**src/rtl/pipeline_stall_controller.sv**
```systemverilog
// Stall/flush sequencer for the 5-stage pipeline: one priority for all hazards.
// Optional performance counters are enabled by defining STALL_PERF_CNT_EN.
module pipeline_stall_controller #(
  parameter int MEM_TIMEOUT = 255,
  parameter int CNT_W       = 32
) (
  input  logic       clk,
  input  logic       rst_n,
  input  logic       load_use_hazard,
  input  logic       branch_taken,
  input  logic       mem_req,
  input  logic       mem_ready,
  input  logic       md_start,
  input  logic       md_done,
  output logic       pc_freeze,
  output logic       if_id_freeze,
  output logic       id_ex_freeze,
  output logic       ex_mem_freeze,
  output logic       if_id_flush,
  output logic       id_ex_flush,
  output logic       ex_mem_bubble,
  output logic       mem_wb_bubble,
  output logic [1:0] ctrl_state,
  output logic       mem_timeout_err
`ifdef STALL_PERF_CNT_EN
  ,
  output logic [CNT_W-1:0] stall_cycles,
  output logic [CNT_W-1:0] flush_count
`endif
);

  localparam int WW = $clog2(MEM_TIMEOUT + 1);

  typedef enum logic [1:0] {
    RUN      = 2'd0,
    MEM_WAIT = 2'd1,
    MD_WAIT  = 2'd2
  } state_e;

  state_e        state_q, state_d;
  logic [WW-1:0] wait_q, wait_d;
  logic          err_q, err_d;
  logic          frz_mem, frz_md, lu_stall, br_flush;

  always_ff @(posedge clk) begin
    if (!rst_n) begin
      state_q <= RUN;
      wait_q  <= '0;
      err_q   <= 1'b0;
    end else begin
      state_q <= state_d;
      wait_q  <= wait_d;
      err_q   <= err_d;
    end
  end

  always_comb begin
    state_d  = state_q;
    wait_d   = '0;
    err_d    = err_q;
    frz_mem  = 1'b0;
    frz_md   = 1'b0;
    lu_stall = 1'b0;
    br_flush = 1'b0;
    unique case (state_q)
      RUN: begin
        if (mem_req && !mem_ready) begin
          frz_mem = 1'b1;
          state_d = MEM_WAIT;
          wait_d  = WW'(1);
        end else if (md_start && !md_done) begin
          frz_md  = 1'b1;
          state_d = MD_WAIT;
        end else if (load_use_hazard) begin
          lu_stall = 1'b1;
        end else if (branch_taken) begin
          br_flush = 1'b1;
        end
      end
      MEM_WAIT: begin
        if (mem_ready) begin
          state_d = RUN;
        end else if (wait_q == WW'(MEM_TIMEOUT)) begin
          // Abort cycle itself is unfrozen; the error is visible next cycle.
          err_d   = 1'b1;
          state_d = RUN;
        end else begin
          frz_mem = 1'b1;
          wait_d  = wait_q + WW'(1);
        end
      end
      MD_WAIT: begin
        if (md_done) begin
          state_d = RUN;
        end else begin
          frz_md = 1'b1;
        end
      end
      default: state_d = RUN;
    endcase
  end

  assign pc_freeze       = rst_n & (frz_mem | frz_md | lu_stall);
  assign if_id_freeze    = rst_n & (frz_mem | frz_md | lu_stall);
  assign id_ex_freeze    = rst_n & (frz_mem | frz_md);
  assign ex_mem_freeze   = rst_n & frz_mem;
  assign mem_wb_bubble   = rst_n & frz_mem;
  assign ex_mem_bubble   = rst_n & frz_md;
  assign id_ex_flush     = rst_n & lu_stall;
  assign if_id_flush     = rst_n & br_flush;
  assign ctrl_state      = rst_n ? state_q : 2'd0;
  assign mem_timeout_err = rst_n & err_q;

`ifdef STALL_PERF_CNT_EN
  logic [CNT_W-1:0] stall_q, flush_q;

  // Both counters saturate at all-ones.
  always_ff @(posedge clk) begin
    if (!rst_n) begin
      stall_q <= '0;
      flush_q <= '0;
    end else begin
      if (pc_freeze && !(&stall_q))
        stall_q <= stall_q + CNT_W'(1);
      if ((if_id_flush || id_ex_flush) && !(&flush_q))
        flush_q <= flush_q + CNT_W'(1);
    end
  end

  assign stall_cycles = rst_n ? stall_q : '0;
  assign flush_count  = rst_n ? flush_q : '0;
`endif

endmodule

```
**config.mk**
```make
export PLATFORM = sky130hd
export DESIGN_NAME = pipeline_stall_controller
export DESIGN_NICKNAME = d
export VERILOG_FILES = /design/src/rtl/pipeline_stall_controller.sv
export SDC_FILE = /design/constraint.sdc
export NUM_CORES = 1
export LEC_CHECK = 0
export BUFFER_PORTS_ARGS = -buffer_cell sky130_fd_sc_hd__buf_4
export CAP_MARGIN = 10
export CELL_PAD_IN_SITES_DETAIL_PLACEMENT = 0
export CELL_PAD_IN_SITES_GLOBAL_PLACEMENT = 1
export CORE_AREA = 3 3 45 47
export CTS_CLUSTER_SIZE = 14
export DETAILED_ROUTE_END_ITERATION = 12
export DIE_AREA = 0 0 48 50
export MAX_ROUTING_LAYER = met4
export PLACE_DENSITY = 0.77
export SLEW_MARGIN = 15
export SYNTH_ARGS = -nofsm -noshare
export SYNTH_HDL_FRONTEND = slang
export SYNTH_SLANG_ARGS = --single-unit
```
**constraint.sdc**
```tcl
create_clock -name clk -period 2.1 [get_ports clk]
set_input_delay 0.315 -clock clk [delete_from_list [all_inputs] [get_ports clk]]
set_output_delay 0.315 -clock clk [all_outputs]
set_load 0.005 [all_outputs]
```
==> flow_metrics.tcl, run 1 <==
set metrics [dict create \
    holdWs_ns 0.231 \
    post-route-period-util_pct 96.7 \
    max_freq_ghz 0.493 \
    synthToLayoutAreaGrowth_pct 47.6 \
    num_rows 15 \
    end_kind "output port" \
    yosysWarnings 0 \
    synth_compound_area_share_pct 7.08 \
    power.total_uw 423 \
    synth_xor_area_share_pct 9.91 \
    clock_latency_ns 0.26 \
    hold_viol 0 \
    grt_overflow 0 \
    hold_class "in -> reg" \
    h-tree-depth 1 \
    synth_area_um2 531 \
    slew_viol_final 0 \
    finalCriticalPeriod_ns 2.03 \
    synth.distinct_cells 25 \
    p_leak_nw 0.344 \
    max_slew_margin_pct 72.8 \
    ioPinCount 19 \
    critPathKind "reg -> out" \
    setup_slack_ns 0.0698 \
    hp-start "md_done" \
    startpoint "wait_q[0]" \
    dieHeight_um 50 \
    totalWireLength_um 1040 \
    synth_top_family_by_area "simple AND/OR/NAND/NOR gates" \
    cts_hold_buf 0 \
    critPathRequiredTime_ns 1.78 \
    grt_max_degree 7 \
    vias 467 \
    grt_use_total_pct 10.5 \
    clockRootBuffer "clkbuf_4" \
    cts_buffer_depth 2 \
    grt_pass1_wl_um 1740 \
    globalplace.congestion 0.740 \
    seqCellArea_um2 223 \
    setup_viol 0 \
    n_fill_cell 164 \
    routed_via_density 4.62 \
    wl_per_cell_um 10.3 \
    ant_nets 0 \
    synthAdderAreaFrac_pct 2.36 \
    synthSimpleGateAreaFrac_pct 34.2 \
    die_w_um 48 \
    powerDensity_nw_per_um2 541 \
    avgSynthCellArea_um2 9.31 \
    final_util_pct 46.4 \
    cp_slowest_cell "dfxtp_2" \
    worstMarginPinSlew_ns 0.402 \
    async_reset_ff_share_pct 0 \
    cts_buffers 3 \
    synth-seq-area-share_pct 41.5 \
    grt_pass1_vias 426 \
    cp_data_arrival_time_ns 1.72 \
    vdd_drop_max_mv 0.266 \
    cts_tree "done" \
    nets 94 \
    status "complete, no violations" \
    multi_input_area_um2 307 \
    drt-initial-drc-count 5 \
    pre_cts_slack_ns 0.173 \
    slowest_delay_ns 0.36 \
    drc 0 \
    synth_cells 57 \
    clk_pin_slew_ns 0.07 \
    dieArea_um2 2400 \
    antenna_found_initial 0 \
    clock_skew_ns 0.00355 \
    synth_edf_count 0 \
    crit_buf_inv 2 \
    synth-seq-cells 11 \
    antenna_cells 0 \
    fp.coreArea_um2 1690 \
    synth_nets 66 \
    port_buffers 18 \
    muxShareOfSynthArea_pct 0 \
    cts_sinks 11 \
    r2r-start "state_q[0]" \
    drive_above_1_share_pct 44.0 \
    initial_utilization_pct 31.4 \
    start_kind "register" \
    path_cells "ha_4, and3_4, a31o_4, and2_4, inv_2, or3_4, buf_6" \
    ys.flop_type "dfxtp_1" \
    path_delay_family "simple AND/OR/NAND/NOR gates" \
    drt_pre_antenna_iters 4 \
    crit_fanout 4 \
    maxCapViolations 0 \
    dpl.hpwl_um 783 \
]
-- Yosys cell counts, types with 2 or more instances --
library cell	n	area, um^2
or3_1	2	12.5
inv_1	2	7.51
nor2_1	7	26.3
xor2_1	3	26.3
xnor2_1	3	26.3
dfxtp_1	11	220
and3_1	2	12.5
nand3_1	4	20.0
nand2b_1	2	12.5
buf_4	2	15.0
and2_1	4	25.0
nor3_1	2	10.0
-- worst register-to-register path, cell delays in order (launching register included) --
cell and delay (ns):
dfxtp_1 0.32, nand2b_1 0.18, or3_1 0.40, and2_4 0.19, buf_4 0.12, a211oi_1 0.19
-- kinds of logic (layout without fill, tap and decap cells) --
group / after synthesis / after routing
flops: 11 / 11
simple gates: 30 / 30
fa+ha+maj: 1 / 1
xor+xnor: 6 / 6
compound gates: 4 / 4
buf+inv: 5 / 32
-- area by class of cell --
type / count / share of cell area, %
clock buffers: 4 / 3.35
inverters: 3 / 1.44
multi-input cells: 41 / 39.1
flip-flops and latches: 11 / 28.4
well taps: 17 / 2.72
repair buffers: 25 / 24.9
-- registers in the layout, indices dropped and copies added, names as in the netlist --
register	flops
err_q	1
wait_q	8
state_q	2
-- routing by layer --
layer	GRT usage (%)	vias up	part of all wire (%)
met5	-	-	0
met4	6.73	0	2.6
met3	2.19	2	4.9
met2	15.0	14	46
met1	12.9	205	46
li1	-	246	-
-- placed cells by master, fill, tap and decap left out, types with 2 or more instances in the layout --
cell type | netlist | layout
and2_1 | 4 | 4
and3_4 | 1 | 2
buf_4 | 2 | 23
buf_6 | 0 | 2
clkbuf_4 | 0 | 3
dfxtp_1 | 11 | 9
dfxtp_2 | 0 | 2
inv_1 | 2 | 2
nand2b_1 | 2 | 2
nand3_1 | 4 | 4
nor2_1 | 7 | 7
nor3_1 | 2 | 2
xnor2_1 | 3 | 3
xor2_1 | 3 | 3
-- power breakdown --
part	internal [mW]	total (mW)	switching, mW
Clock	0.0732	0.143	0.0694
Combinational	0.0430	0.0657	0.0227
Sequential	0.212	0.215	0.00313
-- path summary, 6_finish.rpt --
path                end  slack [ns]  cells after the start
max           pc_freeze        0.07                      7
min          state_q[1]        0.23                      2
max reg2reg   wait_q[0]        0.61                      5
min reg2reg   wait_q[0]        0.50                      1
-- timing repair --
action,in CTS,in global routing
buffers inserted,3,3
endpoints found under the hold margin,0,0
endpoints found under the setup margin,2,2
gates resized for setup,3,5
pin swaps,2,3
-- through the flow --
stage               cell area (um^2)  instances  setup TNS, ns
floorplan                        531         57              0
global placement                 679         91              0
detailed placement               679         91              0
CTS                              733         98              0
global route                     783        101       -0.00320
finish                           783        101              0
(Power assumes the default switching activity.)
==> run 2, diff against run 1 <==
Settings changed: CORE_AREA 3 3 45 47 to 2 2 44 46, DIE_AREA 0 0 48 50 to 0 0 46 48, RECOVER_POWER from default to 25.
==> flow_metrics.tcl, run 2 (synthesis gave the netlist of run 1 again) <==
set metrics [dict create \
    grt_pass1_vias 358 \
    wl_per_cell_um 10.5 \
    clk_pin_slew_ns 0.07 \
    path_cells "ha_4, and3_4, a31o_4, and2_4, inv_2, or3_4, buf_6" \
    cts_tree "done" \
    vdd_drop_max_mv 0.294 \
    clock_skew_ns 0.00257 \
    globalplace.congestion 0.802 \
    status "complete, no violations" \
    crit_fanout 4 \
    cp_data_arrival_time_ns 1.74 \
    clockRootBuffer "clkbuf_4" \
    clock_latency_ns 0.26 \
    drt_pre_antenna_iters 2 \
    nets 93 \
    routed_via_density 4.68 \
    synthToLayoutAreaGrowth_pct 46.0 \
    slew_viol_final 0 \
    crit_buf_inv 2 \
    final_common_cell "buf_4" \
    start_kind "register" \
    post-route-period-util_pct 97.6 \
    critPathKind "reg -> out" \
    path_delay_family "simple AND/OR/NAND/NOR gates" \
    die_w_um 46 \
    grt_pass1_wl_um 1480 \
    setup_viol 0 \
    drc 0 \
    largest_reg_flops 8 \
    port_buffers 18 \
    cts_sinks 11 \
    dieHeight_um 48 \
    powerDensity_nw_per_um2 546 \
    mostFrequentLayoutCells "buf_4, dfxtp_1, nor2_1" \
    grt_overflow 0 \
    maxCapViolations 0 \
    fp.coreArea_um2 1690 \
    end_kind "output port" \
    setup_slack_ns 0.0496 \
    tns_ns 0 \
    top_register "wait_q" \
    ant_nets 0 \
    power.total_uw 423 \
    num_rows 15 \
    p_leak_nw 0.337 \
    antenna_cells 0 \
    grt_use_total_pct 10.3 \
    ioPinCount 19 \
    cp_slowest_cell "dfxtp_2" \
    drive_above_1_share_pct 42.2 \
    dpl.hpwl_um 757 \
    grt_max_degree 7 \
    antenna_found_initial 0 \
    max_freq_ghz 0.488 \
    hold_class "in -> reg" \
    dieArea_um2 2210 \
    grt_setup_unrepaired "false" \
    rrSetupSlack_ns 0.68 \
    hold_viol 0 \
    holdWs_ns 0.221 \
    critPathRequiredTime_ns 1.78 \
    drt-initial-drc-count 1 \
    slowest_delay_ns 0.36 \
    initial_utilization_pct 31.4 \
    largestRegisters "wait_q (8), state_q (2), err_q (1)" \
    pre_cts_slack_ns 0.171 \
    totalWireLength_um 1050 \
    cts_buffer_depth 2 \
    final_util_pct 45.9 \
    vias 468 \
    h-tree-depth 1 \
    worstMarginPinSlew_ns 0.416 \
    max_slew_margin_pct 71.9 \
    finalCriticalPeriod_ns 2.05 \
    cts_buffers 3 \
]
[run 2: cell types whose count changed in the layout (fill, tap and decap cells not counted), sizes merged]
cell / change
buf: -2
clkbuf: +1
[run 2: worst paths after layout]
check | from | endpoint | depth (start not counted)
worst max-delay path | wait_q[1] | pc_freeze | 7
worst min-delay path | md_done | state_q[1] | 2
worst max register to register | state_q[0] | wait_q[0] | 4
worst min register to register | state_q[1] | wait_q[0] | 1
[run 2: final cells by class]
class	instances	area, um^2
Clock buffer	4	26.3
Fill cell	168	915
Inverter	3	11.3
Multi-Input combinational cell	41	307
Sequential cell	11	225
Tap cell	17	21.3
Timing Repair Buffer	24	184
[run 2: what timing repair did]
action / in CTS / in global routing
setup buffers: 2 / 3
endpoints found under the setup margin: 2 / 2
resized for setup: 4 / 5
pin swaps: 1 / 3
hold buffers: 0 / 0
[run 2: where the power goes]
part           total [mW]  switching [mW]  internal (mW)
clock               0.144          0.0706         0.0734
combinational      0.0645          0.0231         0.0414
sequential          0.214         0.00295          0.211
[run 2: per-layer routing]
| metal | wire length (um) | global-route usage, % | vias up | share of wire [%] |
|---|---|---|---|---|
| met3 | 35 | 2.26 | 2 | 3.3 |
| met5 | 0 | - | - | 0 |
| met1 | 514 | 12.2 | 213 | 49 |
| met4 | 14 | 8.57 | 0 | 1.3 |
| met2 | 484 | 14.7 | 10 | 46 |
| li1 | - | - | 243 | - |
[run 2: metrics by stage]
| step | instances | area, um^2 |
|---|---|---|
| finish | 100 | 774 |
| global placement | 91 | 679 |
| CTS | 97 | 736 |
| global route | 100 | 774 |
| floorplan | 57 | 531 |
| detailed placement | 91 | 679 |
